`src/rtl/sdram_arbiter_if.sv`:
```
// Host, engine request/enable/fin and latched-address signals of the SDRAM arbiter.
// The oerror wire exists only when SDRAM_ARB_TIMEOUT_EN is defined.
interface sdram_arbiter_if;
    logic        ihost_rd_req;
    logic        ihost_wr_req;
    logic [24:0] ihost_addr;
    logic        ohost_busy;
    logic        ohost_done;
    logic        oready;
    logic [12:0] orow;
    logic [9:0]  ocolumn;
    logic [1:0]  obank;
    logic        oinit_req;
    logic        orefresh_req;
    logic        oread_req;
    logic        owrite_req;
    logic        oinit_enb;
    logic        orefresh_enb;
    logic        oread_enb;
    logic        owrite_enb;
    logic        iinit_fin;
    logic        irefresh_fin;
    logic        iread_fin;
    logic        iwrite_fin;
`ifdef SDRAM_ARB_TIMEOUT_EN
    logic        oerror;
`endif

    // master: the arbiter itself; slave: host plus the four engines
`ifdef SDRAM_ARB_TIMEOUT_EN
    modport master (
        input  ihost_rd_req, ihost_wr_req, ihost_addr,
        input  iinit_fin, irefresh_fin, iread_fin, iwrite_fin,
        output ohost_busy, ohost_done, oready, orow, ocolumn, obank,
        output oinit_req, orefresh_req, oread_req, owrite_req,
        output oinit_enb, orefresh_enb, oread_enb, owrite_enb,
        output oerror
    );
    modport slave (
        output ihost_rd_req, ihost_wr_req, ihost_addr,
        output iinit_fin, irefresh_fin, iread_fin, iwrite_fin,
        input  ohost_busy, ohost_done, oready, orow, ocolumn, obank,
        input  oinit_req, orefresh_req, oread_req, owrite_req,
        input  oinit_enb, orefresh_enb, oread_enb, owrite_enb,
        input  oerror
    );
`else
    modport master (
        input  ihost_rd_req, ihost_wr_req, ihost_addr,
        input  iinit_fin, irefresh_fin, iread_fin, iwrite_fin,
        output ohost_busy, ohost_done, oready, orow, ocolumn, obank,
        output oinit_req, orefresh_req, oread_req, owrite_req,
        output oinit_enb, orefresh_enb, oread_enb, owrite_enb
    );
    modport slave (
        output ihost_rd_req, ihost_wr_req, ihost_addr,
        output iinit_fin, irefresh_fin, iread_fin, iwrite_fin,
        input  ohost_busy, ohost_done, oready, orow, ocolumn, obank,
        input  oinit_req, orefresh_req, oread_req, owrite_req,
        input  oinit_enb, orefresh_enb, oread_enb, owrite_enb
    );
`endif
endinterface

```
`src/rtl/sdram_arbiter.sv`:
```
// SDRAM bus sequencer: power-up init, periodic auto-refresh, single host reads/writes.
// Optional WAIT-state watchdog and sticky oerror enabled by defining SDRAM_ARB_TIMEOUT_EN.
//
// state       | meaning
// S_RST       | held in reset; first edge after release enters S_INIT_REQ
// S_INIT_REQ  | init engine start pulse
// S_INIT_WAIT | init engine owns the bus until iinit_fin
// S_IDLE      | no engine enabled; accept refresh or host request
// S_REF_REQ   | refresh start pulse; refresh counter and pending cleared
// S_REF_WAIT  | refresh engine owns the bus until irefresh_fin
// S_RD_REQ    | read start pulse
// S_RD_WAIT   | read engine owns the bus until iread_fin
// S_WR_REQ    | write start pulse
// S_WR_WAIT   | write engine owns the bus until iwrite_fin
module sdram_arbiter #(
    parameter int REFRESH_INTERVAL = 780,
    parameter int REF_CTR_WIDTH    = 11
) (
    input  logic          iclk,
    input  logic          ireset,
    sdram_arbiter_if.master bus
);

    typedef enum logic [8:0] {
        S_RST       = 9'b000000000,
        S_INIT_REQ  = 9'b000000001,
        S_INIT_WAIT = 9'b000000010,
        S_IDLE      = 9'b000000100,
        S_REF_REQ   = 9'b000001000,
        S_REF_WAIT  = 9'b000010000,
        S_RD_REQ    = 9'b000100000,
        S_RD_WAIT   = 9'b001000000,
        S_WR_REQ    = 9'b010000000,
        S_WR_WAIT   = 9'b100000000
    } state_t;

    localparam logic [REF_CTR_WIDTH-1:0] REF_LAST = REF_CTR_WIDTH'(REFRESH_INTERVAL - 1);

    state_t                   state_q, state_d;
    logic [REF_CTR_WIDTH-1:0] ref_cnt_q, ref_cnt_d;
    logic                     pending_q, pending_d;
    logic                     ready_q, ready_d;
    logic                     busy_q, busy_d;
    logic                     done_q, done_d;
    logic [24:0]              addr_q, addr_d;
    logic                     init_req_q, init_req_d, init_enb_q, init_enb_d;
    logic                     ref_req_q, ref_req_d, ref_enb_q, ref_enb_d;
    logic                     rd_req_q, rd_req_d, rd_enb_q, rd_enb_d;
    logic                     wr_req_q, wr_req_d, wr_enb_q, wr_enb_d;
    logic                     fin_match;
    logic                     timeout;

    // Only the fin of the engine currently being waited on is looked at.
    always_comb begin
        fin_match = ((state_q == S_INIT_WAIT) && bus.iinit_fin)
                  | ((state_q == S_REF_WAIT)  && bus.irefresh_fin)
                  | ((state_q == S_RD_WAIT)   && bus.iread_fin)
                  | ((state_q == S_WR_WAIT)   && bus.iwrite_fin);
    end

`ifdef SDRAM_ARB_TIMEOUT_EN
    logic       in_wait;
    logic [5:0] wd_q, wd_d;
    logic       err_q, err_d;

    // wd_q is 0 in the first WAIT cycle, so expiry at 62 means 63 cycles spent waiting.
    always_comb begin
        in_wait = (state_q == S_INIT_WAIT) || (state_q == S_REF_WAIT)
               || (state_q == S_RD_WAIT)   || (state_q == S_WR_WAIT);
        wd_d    = in_wait ? (wd_q + 6'd1) : 6'd0;
        timeout = in_wait && (wd_q == 6'd62);
        err_d   = err_q | (timeout & ~fin_match);
    end

    always_ff @(posedge iclk or posedge ireset) begin
        if (ireset) begin
            wd_q  <= 6'd0;
            err_q <= 1'b0;
        end else begin
            wd_q  <= wd_d;
            err_q <= err_d;
        end
    end

    assign bus.oerror = err_q;
`else
    assign timeout = 1'b0;
`endif

    always_comb begin
        state_d = state_q;
        ready_d = ready_q;
        done_d  = 1'b0;
        addr_d  = addr_q;
        unique case (state_q)
            S_RST:       state_d = S_INIT_REQ;
            S_INIT_REQ:  state_d = S_INIT_WAIT;
            S_INIT_WAIT: begin
                if (fin_match) begin
                    state_d = S_IDLE;
                    ready_d = 1'b1;
                end else if (timeout) begin
                    state_d = S_INIT_REQ;
                end
            end
            S_IDLE: begin
                if (pending_q) begin
                    state_d = S_REF_REQ;
                end else if (!busy_q && bus.ihost_wr_req) begin
                    state_d = S_WR_REQ;
                    addr_d  = bus.ihost_addr;
                end else if (!busy_q && bus.ihost_rd_req) begin
                    state_d = S_RD_REQ;
                    addr_d  = bus.ihost_addr;
                end
            end
            S_REF_REQ:   state_d = S_REF_WAIT;
            S_REF_WAIT: begin
                if (fin_match || timeout) state_d = S_IDLE;
            end
            S_RD_REQ:    state_d = S_RD_WAIT;
            S_WR_REQ:    state_d = S_WR_WAIT;
            S_RD_WAIT, S_WR_WAIT: begin
                if (fin_match || timeout) begin
                    state_d = S_IDLE;
                    done_d  = 1'b1;
                end
            end
            default:     state_d = S_RST;
        endcase
    end

    // Saturating interval counter; pending latches at the last count until REF_REQ.
    always_comb begin
        ref_cnt_d = ref_cnt_q;
        pending_d = pending_q;
        if (state_q == S_REF_REQ) begin
            ref_cnt_d = '0;
            pending_d = 1'b0;
        end else begin
            if (ready_q && (ref_cnt_q != REF_LAST)) ref_cnt_d = ref_cnt_q + REF_CTR_WIDTH'(1);
            if (ref_cnt_d == REF_LAST) pending_d = 1'b1;
        end
    end

    always_comb begin
        busy_d     = (state_d != S_IDLE) | pending_d | ~ready_d;
        init_req_d = (state_d == S_INIT_REQ);
        init_enb_d = (state_d == S_INIT_REQ) || (state_d == S_INIT_WAIT);
        ref_req_d  = (state_d == S_REF_REQ);
        ref_enb_d  = (state_d == S_REF_REQ)  || (state_d == S_REF_WAIT);
        rd_req_d   = (state_d == S_RD_REQ);
        rd_enb_d   = (state_d == S_RD_REQ)   || (state_d == S_RD_WAIT);
        wr_req_d   = (state_d == S_WR_REQ);
        wr_enb_d   = (state_d == S_WR_REQ)   || (state_d == S_WR_WAIT);
    end

    always_ff @(posedge iclk or posedge ireset) begin
        if (ireset) begin
            state_q    <= S_RST;
            ref_cnt_q  <= '0;
            pending_q  <= 1'b0;
            ready_q    <= 1'b0;
            busy_q     <= 1'b1;
            done_q     <= 1'b0;
            addr_q     <= '0;
            init_req_q <= 1'b0;
            init_enb_q <= 1'b0;
            ref_req_q  <= 1'b0;
            ref_enb_q  <= 1'b0;
            rd_req_q   <= 1'b0;
            rd_enb_q   <= 1'b0;
            wr_req_q   <= 1'b0;
            wr_enb_q   <= 1'b0;
        end else begin
            state_q    <= state_d;
            ref_cnt_q  <= ref_cnt_d;
            pending_q  <= pending_d;
            ready_q    <= ready_d;
            busy_q     <= busy_d;
            done_q     <= done_d;
            addr_q     <= addr_d;
            init_req_q <= init_req_d;
            init_enb_q <= init_enb_d;
            ref_req_q  <= ref_req_d;
            ref_enb_q  <= ref_enb_d;
            rd_req_q   <= rd_req_d;
            rd_enb_q   <= rd_enb_d;
            wr_req_q   <= wr_req_d;
            wr_enb_q   <= wr_enb_d;
        end
    end

    assign bus.ohost_busy   = busy_q;
    assign bus.ohost_done   = done_q;
    assign bus.oready       = ready_q;
    assign bus.obank        = addr_q[24:23];
    assign bus.orow         = addr_q[22:10];
    assign bus.ocolumn      = addr_q[9:0];
    assign bus.oinit_req    = init_req_q;
    assign bus.oinit_enb    = init_enb_q;
    assign bus.orefresh_req = ref_req_q;
    assign bus.orefresh_enb = ref_enb_q;
    assign bus.oread_req    = rd_req_q;
    assign bus.oread_enb    = rd_enb_q;
    assign bus.owrite_req   = wr_req_q;
    assign bus.owrite_enb   = wr_enb_q;

endmodule

```
`src/flat_wrapper.sv`:
```
// flat-port wrapper written by rule: the top's interface ports become plain ports
module sdram_arbiter_flat 
#(
    parameter int REFRESH_INTERVAL = 780,
    parameter int REF_CTR_WIDTH    = 11
)
  (iclk, ireset, bus_ihost_rd_req, bus_ihost_wr_req, bus_ihost_addr, bus_iinit_fin, bus_irefresh_fin, bus_iread_fin, bus_iwrite_fin, bus_ohost_busy, bus_ohost_done, bus_oready, bus_orow, bus_ocolumn, bus_obank, bus_oinit_req, bus_orefresh_req, bus_oread_req, bus_owrite_req, bus_oinit_enb, bus_orefresh_enb, bus_oread_enb, bus_owrite_enb);
  sdram_arbiter_if bus_i ();
  input  logic iclk;
  input  logic ireset;
  input wire logic [$bits(bus_i.ihost_rd_req)-1:0] bus_ihost_rd_req;
  input wire logic [$bits(bus_i.ihost_wr_req)-1:0] bus_ihost_wr_req;
  input wire logic [$bits(bus_i.ihost_addr)-1:0] bus_ihost_addr;
  input wire logic [$bits(bus_i.iinit_fin)-1:0] bus_iinit_fin;
  input wire logic [$bits(bus_i.irefresh_fin)-1:0] bus_irefresh_fin;
  input wire logic [$bits(bus_i.iread_fin)-1:0] bus_iread_fin;
  input wire logic [$bits(bus_i.iwrite_fin)-1:0] bus_iwrite_fin;
  output wire logic [$bits(bus_i.ohost_busy)-1:0] bus_ohost_busy;
  output wire logic [$bits(bus_i.ohost_done)-1:0] bus_ohost_done;
  output wire logic [$bits(bus_i.oready)-1:0] bus_oready;
  output wire logic [$bits(bus_i.orow)-1:0] bus_orow;
  output wire logic [$bits(bus_i.ocolumn)-1:0] bus_ocolumn;
  output wire logic [$bits(bus_i.obank)-1:0] bus_obank;
  output wire logic [$bits(bus_i.oinit_req)-1:0] bus_oinit_req;
  output wire logic [$bits(bus_i.orefresh_req)-1:0] bus_orefresh_req;
  output wire logic [$bits(bus_i.oread_req)-1:0] bus_oread_req;
  output wire logic [$bits(bus_i.owrite_req)-1:0] bus_owrite_req;
  output wire logic [$bits(bus_i.oinit_enb)-1:0] bus_oinit_enb;
  output wire logic [$bits(bus_i.orefresh_enb)-1:0] bus_orefresh_enb;
  output wire logic [$bits(bus_i.oread_enb)-1:0] bus_oread_enb;
  output wire logic [$bits(bus_i.owrite_enb)-1:0] bus_owrite_enb;
  assign bus_i.ihost_rd_req = bus_ihost_rd_req;
  assign bus_i.ihost_wr_req = bus_ihost_wr_req;
  assign bus_i.ihost_addr = bus_ihost_addr;
  assign bus_i.iinit_fin = bus_iinit_fin;
  assign bus_i.irefresh_fin = bus_irefresh_fin;
  assign bus_i.iread_fin = bus_iread_fin;
  assign bus_i.iwrite_fin = bus_iwrite_fin;
  assign bus_ohost_busy = bus_i.ohost_busy;
  assign bus_ohost_done = bus_i.ohost_done;
  assign bus_oready = bus_i.oready;
  assign bus_orow = bus_i.orow;
  assign bus_ocolumn = bus_i.ocolumn;
  assign bus_obank = bus_i.obank;
  assign bus_oinit_req = bus_i.oinit_req;
  assign bus_orefresh_req = bus_i.orefresh_req;
  assign bus_oread_req = bus_i.oread_req;
  assign bus_owrite_req = bus_i.owrite_req;
  assign bus_oinit_enb = bus_i.oinit_enb;
  assign bus_orefresh_enb = bus_i.orefresh_enb;
  assign bus_oread_enb = bus_i.oread_enb;
  assign bus_owrite_enb = bus_i.owrite_enb;
  sdram_arbiter #(.REFRESH_INTERVAL(REFRESH_INTERVAL), .REF_CTR_WIDTH(REF_CTR_WIDTH)) u_core (.iclk(iclk), .ireset(ireset), .bus(bus_i));
endmodule
```
`config.mk`:
```
export PLATFORM = sky130hd
export DESIGN_NAME = sdram_arbiter_flat
export DESIGN_NICKNAME = d
export VERILOG_FILES = /design/src/rtl/sdram_arbiter_if.sv /design/src/rtl/sdram_arbiter.sv /design/src/flat_wrapper.sv
export SDC_FILE = /design/constraint.sdc
export NUM_CORES = 1
export LEC_CHECK = 0
export BUFFER_PORTS_ARGS = -buffer_cell sky130_fd_sc_hd__clkbuf_2
export CORE_AREA = 5 5 83 85
export CTS_BUF_LIST = sky130_fd_sc_hd__clkbuf_4
export DETAILED_ROUTE_END_ITERATION = 10
export DIE_AREA = 0 0 88 90
export GPL_TIMING_DRIVEN = 0
export HOLD_SLACK_MARGIN = 0.1
export PLACE_DENSITY = 0.71
export SYNTH_ARGS = -nofsm -noshare
export SYNTH_HDL_FRONTEND = slang
export SYNTH_SLANG_ARGS = --single-unit
```
`constraint.sdc`:
```
create_clock -name iclk -period 1.8 [get_ports iclk]
set_input_delay 0 -clock iclk [delete_from_list [all_inputs] [get_ports iclk]]
set_output_delay 0 -clock iclk [all_outputs]
set_load 0.02 [all_outputs]
```
==> results.sh <==
export IMPL_status="finished, violations left"
export IMPL_violations="negative setup slack"
export IMPL_path_class="reg2reg"
export IMPL_place_congestion=0.873
export IMPL_port_buffers=68
export IMPL_synth_top_flop_cell="dfrtp_1"
export IMPL_setup_slack_ps=-32.7
export IMPL_synthTopCellsByArea="dfrtp_1 (53%), mux2_4 (11%), nor2_1 (3.8%), xor2_1 (3.0%), mux2_2 (2.1%)"
export IMPL_end_kind="register"
export IMPL_drive_gt1_frac=0.465
export IMPL_grt_pass1_vias=2082
export IMPL_antenna_found_initial=0
export IMPL_tightest_slew_ps=444
export IMPL_num_antenna_cells=0
export IMPL_netlist_area_leader_share=0.526
export IMPL_arrival_ps=2110
export IMPL_crit_path_start_kind="register"
export IMPL_cts_tree="built"
export IMPL_required_ps=2080
export IMPL_finalHoldViolations=0
export IMPL_cts_root_buf="clkbuf_4"
export IMPL_fmax_mhz=546
export IMPL_htreeDepth=3
export IMPL_layout_worst_path_cycle_share=1.02
export IMPL_start_util=0.434
export IMPL_pin_count=69
export IMPL_fp_row_count=29
export IMPL_p_total_mw=3.10
export IMPL_fin_skew_ps=15.8
export IMPL_synth_common_cells="dfrtp_1 (56), nor2_1 (27), mux2_4 (20)"
export IMPL_critPathMaxStageDelay_ps=490
export IMPL_holdWs_ps=106
export IMPL_crit_path_max_fanout=10
export IMPL_wirelength_um=6390
export IMPL_vias_per_cell=5.13
export IMPL_finalNonFillerCells=421
export IMPL_finalSetupViolations=23
export IMPL_dp_hpwl_um=3880
export IMPL_crit_slowest_cell="dfrtp_1"
export IMPL_clk_latency_ps=400
export IMPL_cts_buffers=9
export IMPL_post_synth_top_count_cell="dfrtp_1"
export IMPL_gr_total_overflow=0
export IMPL_yosysWarnings=0
export IMPL_hold_path_class="in2async"
export IMPL_post_route_drc_count=0
export IMPL_dieArea_mm2=0.00792
export IMPL_report_final_slew_viol_count=0
export IMPL_synth_area_mm2=0.00266
export IMPL_synthCells=220
export IMPL_rsz0062_at_grt="true"
export IMPL_die_width_um=88
export IMPL_post_route_util=0.614
export IMPL_nets=374
export IMPL_synth_edff_count=0
export IMPL_relSlewSlack=0.700
export IMPL_grt_usage=0.161
export IMPL_cap_violations=0
export IMPL_leakagePower_nw=1.88
export IMPL_async_flop_share=1.00
export IMPL_yosys_area_top_type="dfrtp_1"
export IMPL_ys_seq_area_frac=0.536
export IMPL_grt_pass1_wl_um=9940
export IMPL_period_minus_slack_ps=1830
export IMPL_clock_sinks=57
export IMPL_avgSynthCellArea_um2=12.1
export IMPL_clk_path_buf_depth=2
export IMPL_final_antenna_net_count=0
export IMPL_dp_cells=366
export IMPL_synth_nets=254
export IMPL_syn_to_final_growth_pct=41.4
export IMPL_core_mm2=0.00613
export IMPL_routedWlPerCell_um=15.2
export IMPL_grt_max_degree=42
export IMPL_die_h_um=90
export IMPL_place_area_mm2=0.00312
export IMPL_dr_first_iter_drc_count=74
export IMPL_vias=2161
export IMPL_cp_cell_sequence="nor3_4, nand3_2, or3_4, buf_12, mux2_4"
export IMPL_ys_ff_latch=57
export IMPL_vdd_drop_max_mv=0.426
export IMPL_fin_area_mm2=0.00377
export IMPL_clkTransAtPathRegs_ps=100
export IMPL_synth_distinct_cells=51
export IMPL_p_per_area_mw_per_mm2=824
export IMPL_first_pass_iters=4
==> layer usage <==
metal / track usage / routed length (µm) / vias to the layer above
met5: 0 / 0 / -
met4: 0.0678 / 111 / 0
met3: 0.0585 / 510 / 11
met2: 0.246 / 3080 / 74
met1: 0.203 / 2690 / 1048
li1: - / - / 1028
==> final timing paths <==
path,from,to,slack [ps],cells after the start
max,u_core.state_q[1],u_core.addr_q[24],-30,5
min,ireset,u_core.state_q[1],110,3
max reg2reg,u_core.state_q[1],u_core.addr_q[24],-30,5
min reg2reg,u_core.addr_q[6],u_core.addr_q[6],510,1
max in group asynchronous,ireset,u_core.bus.ohost_busy,1110,4
min in group iclk,bus_irefresh_fin,u_core.state_q[2],270,5
==> sequential cells by signal, indices dropped and copies added (netlist names) <==
signal                   cells
u_core.addr_q               25
u_core.bus.ohost_busy        1
u_core.bus.ohost_done        1
u_core.bus.oinit_enb         1
u_core.bus.oinit_req         1
u_core.bus.oread_enb         1
u_core.bus.oread_req         1
u_core.bus.oready            1
u_core.bus.orefresh_enb      1
u_core.bus.orefresh_req      1
u_core.bus.owrite_enb        1
u_core.bus.owrite_req        1
u_core.pending_q             1
u_core.ref_cnt_q            11
u_core.state_q               9
==> cell families after synthesis <==
group | after synthesis | synth area share
flops | 57 | 0.536
compound gates | 23 | 0.0620
simple gates | 84 | 0.179
buf+inv | 17 | 0.0414
xor+xnor | 12 | 0.0395
mux | 26 | 0.138
fa+ha+maj | 1 | 0.00470
==> cell type report <==
cell class,count,area [µm²]
flip-flops and latches,57,1440
multi-input cells,146,1260
plain buffers,5,60.1
fillers,483,2370
clock inverters,6,50.0
repair buffers,113,768
clock buffers,9,67.6
inverters,8,30.0
well taps,77,96.3
==> where the power goes <==
part,switching [mW],internal (mW),total (mW),leakage (nW)
clock network,0.455,0.396,0.850,0.0657
logic,0.423,0.372,0.795,1.10
registers,0.0783,1.38,1.46,0.710
total,0.956,2.15,3.10,1.88
==> critical path, delay by kind of cell, from the launching register on <==
kind	cells	cell delay, ps
simple gates	3	750
buf+inv	1	170
flops	1	490
mux	1	300
==> cells in the final DEF, fill, tap and decap left out, drive strengths merged, types with 2 or more instances in the layout <==
cell | synthesis | routed
clkinv | 0 | 5
dfrtp | 56 | 56
nand3b | 3 | 3
a21oi | 2 | 2
inv | 8 | 8
a21o | 3 | 3
dlygate4sd3 | 0 | 31
and2 | 2 | 2
o21ai | 7 | 7
mux2 | 25 | 25
nand4 | 9 | 9
nor2 | 27 | 27
nor4 | 3 | 3
nor2b | 6 | 6
and3 | 2 | 2
xnor2 | 3 | 3
nand2 | 9 | 9
xor2 | 9 | 9
buf | 5 | 17
nand3 | 4 | 4
clkbuf | 4 | 79
nor3 | 7 | 7
or3 | 4 | 4
==> repair_timing <==
action                                 CTS  global route
hold buffers                            31             0
endpoints found under the hold margin   88             0
pin swaps                                3            17
gates resized for setup                 13            26
setup buffers                            6             7
setup endpoints to repair               45            35
==> metrics by stage <==
stage | setup slack, ps | TNS (ps)
2_1_floorplan | -34.0 | -681
3_3_place_gp | -460 | -21780
3_5_place_dp | -208 | -6150
4_1_cts | -83.3 | -1880
5_1_grt | -88.1 | -2140
6_report | -32.7 | -406
Note: power is estimated with default switching activity, not from simulation.
